===== config.mk =====
export PLATFORM = sky130hd
export DESIGN_NAME = clk_div_calc
export DESIGN_NICKNAME = d
export VERILOG_FILES = /design/src/rtl/clk_div_calc.sv
export SDC_FILE = /design/constraint.sdc
export NUM_CORES = 1
export LEC_CHECK = 0
export BUFFER_PORTS_ARGS = -buffer_cell sky130_fd_sc_hd__buf_2
export CORE_ASPECT_RATIO = 0.6
export CORE_MARGIN = 2
export CORE_UTILIZATION = 60
export DETAILED_ROUTE_END_ITERATION = 8
export GPL_ROUTABILITY_DRIVEN = 0
export GPL_TIMING_DRIVEN = 1
export HOLD_SLACK_MARGIN = 0.02
export PLACE_DENSITY = 0.9
export SLEW_MARGIN = 20
export SYNTH_ARGS = -nofsm -noshare
export SYNTH_HDL_FRONTEND = slang
export SYNTH_SLANG_ARGS = --single-unit

===== constraint.sdc =====
create_clock -name clk -period 3.21 [get_ports clk]
set_input_delay 0.1605 -clock clk [delete_from_list [all_inputs] [get_ports clk]]
set_output_delay 0.1605 -clock clk [all_outputs]
set_load 0.02 [all_outputs]

===== src/rtl/clk_div_calc.sv =====
// Converts a requested output frequency into a rounded, clamped clock divisor.
// The quotient is produced by a 32-step restoring divider, one bit per clock.
module clk_div_calc #(
   parameter logic [31:0] CLK_FREQ_HZ = 32'd100_000_000,
   parameter logic [31:0] DIV_MIN     = 32'd1,
   parameter logic [31:0] DIV_MAX     = 32'hFFFF_FFFF,
   parameter logic [31:0] DIV_INIT    = 32'd2
) (
   input  logic        clk,
   input  logic        rstn,
   input  logic [31:0] freq_hz,
   input  logic        freq_valid,
   output logic        freq_ready,
   output logic [31:0] div,
   output logic        div_valid,
   output logic        range_err,
   output logic        busy
);

   typedef enum logic [1:0] {IDLE, CALC, DONE} state_t;

   state_t      state_q, state_d;
   logic [31:0] d_q, d_d;
   logic [31:0] n_q, n_d;
   logic [31:0] r_q, r_d;
   logic [31:0] q_q, q_d;
   logic [4:0]  cnt_q, cnt_d;
   logic [31:0] div_q, div_d;
   logic        vld_q, vld_d;
   logic        err_q, err_d;

   logic [32:0] r_shift;
   logic        r_ge;
   logic        q_under, q_over;

   // Clamp comparisons collapse to constants when the bound is the full range.
   generate
      if (DIV_MIN == 32'd0) begin : g_no_min
         assign q_under = 1'b0;
      end else begin : g_min
         assign q_under = q_q < DIV_MIN;
      end
      if (DIV_MAX == 32'hFFFF_FFFF) begin : g_no_max
         assign q_over = 1'b0;
      end else begin : g_max
         assign q_over = q_q > DIV_MAX;
      end
   endgenerate

   always_comb begin
      state_d = state_q;
      d_d     = d_q;
      n_d     = n_q;
      r_d     = r_q;
      q_d     = q_q;
      cnt_d   = cnt_q;
      div_d   = div_q;
      vld_d   = 1'b0;
      err_d   = err_q;
      // N is consumed MSB first by shifting it left each iteration.
      r_shift = {r_q, n_q[31]};
      r_ge    = r_shift >= {1'b0, d_q};
      case (state_q)
         IDLE: begin
            if (freq_valid) begin
               d_d     = freq_hz;
               n_d     = CLK_FREQ_HZ + (freq_hz >> 1);
               r_d     = '0;
               q_d     = '0;
               cnt_d   = '0;
               state_d = CALC;
            end
         end
         CALC: begin
            // Remainder after a subtract is below D, so 32 bits always suffice.
            r_d   = r_ge ? (r_shift[31:0] - d_q) : r_shift[31:0];
            q_d   = {q_q[30:0], r_ge};
            n_d   = {n_q[30:0], 1'b0};
            cnt_d = cnt_q + 5'd1;
            if (cnt_q == 5'd31) state_d = DONE;
         end
         DONE: begin
            vld_d   = 1'b1;
            state_d = IDLE;
            if (d_q == 32'd0) begin
               div_d = DIV_MAX;
               err_d = 1'b1;
            end else if (q_under) begin
               div_d = DIV_MIN;
               err_d = 1'b1;
            end else if (q_over) begin
               div_d = DIV_MAX;
               err_d = 1'b1;
            end else begin
               div_d = q_q;
               err_d = 1'b0;
            end
         end
         default: state_d = IDLE;
      endcase
   end

   always_ff @(posedge clk or negedge rstn) begin
      if (!rstn) begin
         state_q <= IDLE;
         d_q     <= '0;
         n_q     <= '0;
         r_q     <= '0;
         q_q     <= '0;
         cnt_q   <= '0;
         div_q   <= DIV_INIT;
         vld_q   <= 1'b0;
         err_q   <= 1'b0;
      end else begin
         state_q <= state_d;
         d_q     <= d_d;
         n_q     <= n_d;
         r_q     <= r_d;
         q_q     <= q_d;
         cnt_q   <= cnt_d;
         div_q   <= div_d;
         vld_q   <= vld_d;
         err_q   <= err_d;
      end
   end

   assign freq_ready = (state_q == IDLE);
   assign busy       = ~freq_ready;
   assign div        = div_q;
   assign div_valid  = vld_q;
   assign range_err  = err_q;

endmodule


[Yosys cells after proc, flatten, opt, wreduce, memory -nomap -nowiden]
Cells that the tools add are included.
Word-level totals
  word-level logic and storage cells: 42
  input port bits: 35
  output and inout port bits: 36
  bits in registers: 169
Cells by class
  equality and inequality tests: 5
  bitwise gates (word level): 1
  $add $sub $neg: 3
  order comparisons: 2
  multiplexer cells: 16
  reductions and logical operators: 6
Operator list (count)
  32-bit case mux with 2 select lines: 3
  32-bit 2-to-1 mux: 5
  33-bit by 32-bit greater-or-equal comparator with 1-bit output: 1
  27-bit by 31-bit adder with 32-bit output, first input constant: 1
  32-bit zero test: 1
  32-bit by 1-bit < comparator with 1-bit output, second input constant: 1
  32-bit subtractor: 1
  5-bit case mux with 2 select lines: 1
  2-bit AND reduction: 3
  5-bit by 1-bit adder with 5-bit output, second input constant: 1
  5-bit equality test, second input constant: 1
  5-bit 2-to-1 mux: 1
  2-bit 2-to-1 mux: 2
  2-bit inequality test, second input constant: 2
  2-bit case mux with 2 select lines: 1
  1-bit 2-to-1 mux: 3
  2-bit by 1-bit equality test with 1-bit output, second input constant: 1
  2-bit equality test, second input constant: 1
  2-bit zero test: 1
  2-bit nonzero test: 1
  1-bit inverter: 1

[Longest topological paths before layout]
Gate-level depths: netlist (run 1).
  depth in word-level cells: 3
  mapped depth: 14
  gate-level depth less buffers: 12

[Least setup slack after synthesis (run 1)]
Ideal clock, no wire load.
  path type: reg2reg
  start: reg d_q[0]
  end: reg r_q[30]
  path buffers: 0
  path slack: 0.556 ns
  stages on the path, launching flop included: 12
  data arrival time: 2.568 ns
  period minus slack after synthesis: 2.654 ns
  cells stage by stage: dfrtp_1 -> ha_1 -> fa_1 -> nor2b_1 -> o2111ai_1 -> a21oi_1 -> o2111ai_1 -> nand2_1 -> a41oi_2 -> o221ai_1 -> mux2_2 -> o211ai_1
On the way
  longest elaborated chain between the ends: 3
  elaborated cells between the ends (all ways): 4
  classes of those cells: 1 x add/sub; 1 x order compare; 2 x mux
Ends and longest elaborated chain
  from (decl): line 23  | logic [31:0] d_q, d_d;
  from (signal assigned): line 106  | d_q <= '0;
  from (signal assigned): line 116  | d_q <= d_d;
  32-bit subtractor / 33-bit by 32-bit greater-or-equal comparator with 1-bit output (equally long branches): line 76, 62
  32-bit 2-to-1 mux (*): line 76  | r_d = r_ge ? (r_shift[31:0] - d_q) : r_shift[31:0];
  32-bit case mux with 2 select lines (*): line 63  | case (state_q)
  to (signal assigned): line 118  | r_q <= r_d;
  to (decl): line 25  | logic [31:0] r_q, r_d;
Every way passes the cells marked *; elsewhere a longest branch is shown, timed or not.
A chain may end at the register's enable or synchronous reset.

[Final worst setup path (run 1)]
Same ends and word-level chain as after synthesis.

==> flow_summary.yaml, run 1 <==
grt:
  grt_use_total: 0.328
  grt_pass1_wl_um: 41300
  grt_max_degree: 106
  grt_overflow: 0
  grt_pass1_vias: 7792
  antenna_found_initial: 0
power:
  peakVddDrop_uv: 904
  power.density_mw_per_mm2: 1300
  power_mw: 13.5
  p_leak_nw: 4.52
routing:
  via_per_inst: 6.42
  drc: 0
  routed_wl_um: 26000
  wl_per_cell_um: 19.7
  firstDrtPassIters: 6
  antenna_left: 0
  via_count: 8481
  drtIter0Drc: 1314
worst_setup_path:
  reg2reg_to: "r_q[30]"
  worst_setup_path_end_kind: "register"
  start_kind: "register"
  rrSetupSlack_ns: 0.07
  critPathMostFrequentCell: "o2111ai_1"
  cp_cell_sequence: "ha_1 > fa_1 > nor2b_2 > o2111ai_1 > a21oi_2 > o2111ai_1 > nand2_1 > a41oi_2 > o221ai_1 > mux2_2 > o211ai_1"
  crit_end: "r_q[30]"
  crit_path_max_fanout: 3
  crit_start: "d_q[0]"
  r2r-start: "d_q[0]"
  crit_type: "register to register"
  cp_slowest_stage_delay_ns: 0.42
  cp_data_arrival_time_ns: 3.50
  r2r_cells: 11
  critPathRequiredTime_ns: 3.57
  critPathSlowestCell: "dfrtp_1"
timing:
  max_slew_margin: 0.378
  finalSetupViolations: 0
  fmax_ghz: 0.318
  rsz0062_at_grt: "true"
  tightest_slew_ns: 0.933
  finClkSkew_ns: 0.0170
  hold_viol_final: 0
  post-route-period-util: 0.980
  hold-worst-slack_ns: 0.0200
  min_period_ns: 3.14
  slew_viol_final: 0
  setup_slack_ns: 0.0652
floorplanning:
  rows: 34
  core-area_mm2: 0.0146
  io_pins: 71
  initial_core_util: 0.619
  fp.dieW_um: 163
  die-area_mm2: 0.0161
  die_h_um: 99.2
clock_tree:
  cts.sinks: 169
  root_buffer: "clkbuf_16"
  cts_tree: "built"
  clock_path_buffers: 2
  cts_made_buffers: 17
  clock_latency_ns: 0.44
  cts.clk_slew.worst_paths_ns: 0.08
  htreeDepth: 4
synth:
  synth_flop_cell: "dfrtp_1"
  synth_edf_count: 0
  syn_avg_cell_area_um2: 8.69
  ys_warn_count: 0
  synth_nets: 1113
  ys_ff_latch: 169
  syn-instance-count: 1042
  yosysSeqAreaShare: 0.467
  synthArstFlopShare: 1.00
  synthDistinctLibCells: 58
  netlist_area_mm2: 0.00905
min_path:
  hp-class: "input pin to register"
placed_design:
  dp_hpwl_um: 17300
  place_area_mm2: 0.00960
  io_buffers: 70
  dp_slack_ns: 0.165
layout:
  layout.nets: 1181
  antenna_cells: 0
  syn2layout_area_growth_pct: 15.1
  drive_above_1_share: 0.126
  finish.instance_area_mm2: 0.0104
outcome:
  outcome: "completed"
flow_run:
  drv_cap: 0
[cells in the final DEF (no fill, tap or decap), types with 14 or more instances in the layout]
cell           instances
xor2_1                20
o21ai_0              105
xnor2_1               20
a21oi_1               76
buf_2                 69
nand2_1              165
nor2_1                99
a22oi_1               28
dfrtp_1              168
o21ai_1               22
nand3_1               33
nor4_1                21
inv_1                 42
clkbuf_16             17
ha_1                  35
dlygate4sd3_1         18
nor3_1                14
buf_4                 18
[flip-flops by register name, summed over array words and instances, names as in the netlist]
signal / flops
cnt_q: 5
d_q: 32
div: 32
div_valid: 1
n_q: 32
q_q: 32
r_q: 32
range_err: 1
state_q: 2
[stage by stage]
stage	util	TNS, ns	cells
finish	0.712	0	1321
global route	0.712	-0.0821	1321
CTS	0.710	0	1318
detailed placement	0.656	0	1268
global placement	0.656	0	1268
floorplan	-	0	1042
[cells in the mapped netlist (all sizes together) (11+ instances only)]
library cell	count	share of area
a21o	11	0.0091
xor2	20	0.019
nand2	165	0.068
inv	42	0.017
nor3	14	0.0077
nand4	11	0.0076
buf	15	0.0087
nor2	101	0.042
xnor2	20	0.019
a21oi	77	0.043
ha	35	0.048
a22oi	28	0.023
clkbuf	44	0.018
o21ai	127	0.070
nand3	33	0.018
nor4	22	0.016
dfrtp	168	0.46
[worst max-delay path, delay by kind of cell (launching register included)]
kind / cells / cell delay (ns)
AOI/OAI and AO/OA: 6 / 1.27
DFF: 1 / 0.42
muxes: 1 / 0.37
adders and majority gates: 2 / 0.66
and+or+nand+nor: 2 / 0.35
[worst min-delay path by stage]
stage / start / end / cells past startpoint
after floorplan: rstn / cnt_q[0] / 0
after global placement: rstn / n_q[8] / 1
after detailed placement: rstn / n_q[5] / 1
after CTS: freq_hz[10] / d_q[10] / 3
after global routing: freq_hz[10] / d_q[10] / 3
final: freq_hz[9] / d_q[9] / 3
[layer usage]
layer | track usage | part of all wire | vias up
met5 | 0 | 0 | -
met4 | 0.0905 | 0.024 | 0
met3 | 0.104 | 0.13 | 86
met2 | 0.456 | 0.42 | 587
met1 | 0.497 | 0.43 | 4019
li1 | - | - | 3789
[kinds of logic after synthesis]
| kind of cell | share of synthesized area |
|---|---|
| buffers and inverters | 0.0444 |
| XOR/XNOR | 0.0387 |
| AO/OA/AOI/OAI | 0.197 |
| flip-flops | 0.467 |
| multiplexers | 0.0137 |
| adder cells (fa/ha/maj) | 0.0506 |
| AND/OR/NAND/NOR | 0.189 |
[final cells by class]
class                   instances  area, um2
repair buffers                108        712
inverters                      42        158
well taps                     198        248
clock buffers                  17        425
multi-input cells             772       4470
flip-flops and latches        169       4230
clock inverters                15        179
fillers                      1039       4210
[timing repair]
item,CTS,global route
endpoints found under the setup margin,0,21
setup buffers,0,3
hold endpoints to repair,91,0
gates resized for setup,0,4
hold buffers,18,0
[report_power, final]
part	internal [mW]	total [mW]	leakage (nW)	switching [mW]
clock	1.12	2.12	0.297	1.00
combinational	3.00	7.65	2.23	4.65
sequential	3.04	3.76	2.00	0.720
Note: power is estimated with default switching activity, not from simulation.
==> inputs of run 2 (changes only) <==
- CTS_BUF_LIST: default -> sky130_fd_sc_hd__clkbuf_8
==> run 2 against run 1 <==
  * Register-to-register slack gained 0.08 ns
  * Count of clock-buffer cells in the layout is the same
  * Non-clock buffer count grew 13
  * Final cell count grew 0.98%
  * Sequential cell count is the same
  * Via count grew 0.22%
  * Worst setup slack gained 0.085 ns
  * Combinational power shrank 1%
  * Sequential share of layout area grew 0.26 points
  * Power shrank 4.5%
  * Routed wire length shrank 0.72%
==> flow_summary.yaml, run 2 (synthesis gave the netlist of run 1 again) <==
floorplanning:
  io_pins: 71
  core-area_mm2: 0.0146
  rows: 34
  initial_core_util: 0.619
  fp.dieW_um: 163
  die_h_um: 99.2
  die-area_mm2: 0.0161
clock_tree:
  cts.clk_slew.worst_paths_ns: 0.10
  htreeDepth: 4
  cts_tree: "built"
  cts.sinks: 169
  root_buffer: "clkbuf_8"
  cts_made_buffers: 17
  clock_latency_ns: 0.48
  clock_path_buffers: 2
timing:
  tightest_slew_ns: 0.937
  finalSetupViolations: 0
  min_period_ns: 3.06
  max_slew_margin: 0.375
  slew_viol_final: 0
  post-route-period-util: 0.953
  fmax_ghz: 0.327
  hold_viol_final: 0
  hold-worst-slack_ns: 0.0353
  finClkSkew_ns: 0.0225
  fin_setup_tns_ns: 0
grt:
  grt_overflow: 0
  grt_use_total: 0.330
  antenna_found_initial: 0
  grt_pass1_wl_um: 41400
  grt_pass1_vias: 7864
  grt_max_degree: 106
worst_setup_path:
  crit_type: "register to register"
  cp_data_arrival_time_ns: 3.45
  crit_path_max_fanout: 3
  reg2reg_to: "r_q[30]"
  critPathRequiredTime_ns: 3.60
  worst_setup_path_end_kind: "register"
  r2r-start: "d_q[0]"
  r2r_cells: 11
  cp_cell_sequence: "ha_1 > fa_1 > nor2b_1 > o2111ai_1 > a21oi_2 > o2111ai_1 > nand2_1 > a41oi_2 > o221ai_1 > mux2_2 > o211ai_1"
  rrSetupSlack_ns: 0.15
  critPathMostFrequentCell: "o2111ai_1"
  critPathSlowestCell: "dfrtp_1"
  start_kind: "register"
  cp_slowest_stage_delay_ns: 0.42
min_path:
  hp-start: "freq_hz[28]"
  worstHoldEndpoint: "d_q[28]"
  min_path_cells: 3
  hp-class: "input pin to register"
power:
  peakVddDrop_uv: 719
  p_leak_nw: 4.48
  power.density_mw_per_mm2: 1250
  power_mw: 12.9
layout:
  layout.nets: 1194
  final_common_cell: "dfrtp_1"
  multi_input_area_mm2: 0.00446
  antenna_cells: 0
  syn2layout_area_growth_pct: 14.3
  regArea_mm2: 0.00423
  drive_above_1_share: 0.122
  fillers: 1066
  final_cell_mix: "168 x dfrtp_1, 165 x nand2_1, 105 x o21ai_0"
outcome:
  outcome: "completed"
routing:
  antenna_left: 0
  routed_wl_um: 25800
  drtIter0Drc: 1327
  via_per_inst: 6.37
  via_count: 8500
  drc: 0
  firstDrtPassIters: 6
  wl_per_cell_um: 19.3
placed_design:
  io_buffers: 70
  dp_hpwl_um: 17300
flow_run:
  drv_cap: 0
## run 2: final cells by class
cell class | instances | share of cell area
clock inverters | 15 | 0.0173
clock buffers | 17 | 0.0226
flip-flops and latches | 169 | 0.409
inverters | 42 | 0.0152
well taps | 198 | 0.0239
multi-input cells | 772 | 0.431
repair buffers | 121 | 0.0813
## run 2: timing repair
action | 4_1_cts | 5_1_grt
buffers inserted | 0 | 3
hold buffers | 31 | 0
hold endpoints to repair | 109 | 0
gates resized for setup | 0 | 2
endpoints found under the setup margin | 0 | 6
## run 2: worst max-delay path, delay by kind of cell (launching register included)
kind | cells | cell delay [ns]
AOI/OAI and AO/OA | 6 | 1.15
adders and majority gates | 2 | 0.64
DFF | 1 | 0.42
muxes | 1 | 0.37
and+or+nand+nor | 2 | 0.38
## run 2: how the worst max path moves through the flow
stage	from	endpoint	slack [ns]	cells past startpoint
2_1_floorplan	d_q[0]	r_q[30]	0.56	11
3_3_place_gp	d_q[28]	r_q[30]	0.31	11
3_5_place_dp	d_q[28]	r_q[12]	0.16	11
4_1_cts	d_q[28]	r_q[30]	0.16	12
5_1_grt	d_q[0]	r_q[30]	-0.002	11
6_report	d_q[0]	r_q[30]	0.15	11
## run 2: report_power, final
group          switching [mW]  internal, mW
Sequential              0.730          3.04
Combinational            4.58          2.99
Clock                   0.923         0.659
## run 2: routing by layer
| layer | GRT usage | up-vias | wire [um] |
|---|---|---|---|
| met5 | 0 | - | 0 |
| met2 | 0.469 | 575 | 10900 |
| li1 | - | 3803 | - |
| met4 | 0.0892 | 0 | 518 |
| met1 | 0.491 | 4053 | 11100 |
| met3 | 0.105 | 69 | 3380 |
## run 2: per-stage QoR
stage / util / std cells / area (um2) / setup WS, ns
floorplan: - / 1042 / 9050 / 0.556
global placement: 0.656 / 1268 / 9600 / 0.312
detailed placement: 0.656 / 1268 / 9600 / 0.165
CTS: 0.706 / 1331 / 10300 / 0.160
global route: 0.708 / 1334 / 10400 / -0.00172
finish: 0.708 / 1334 / 10400 / 0.150
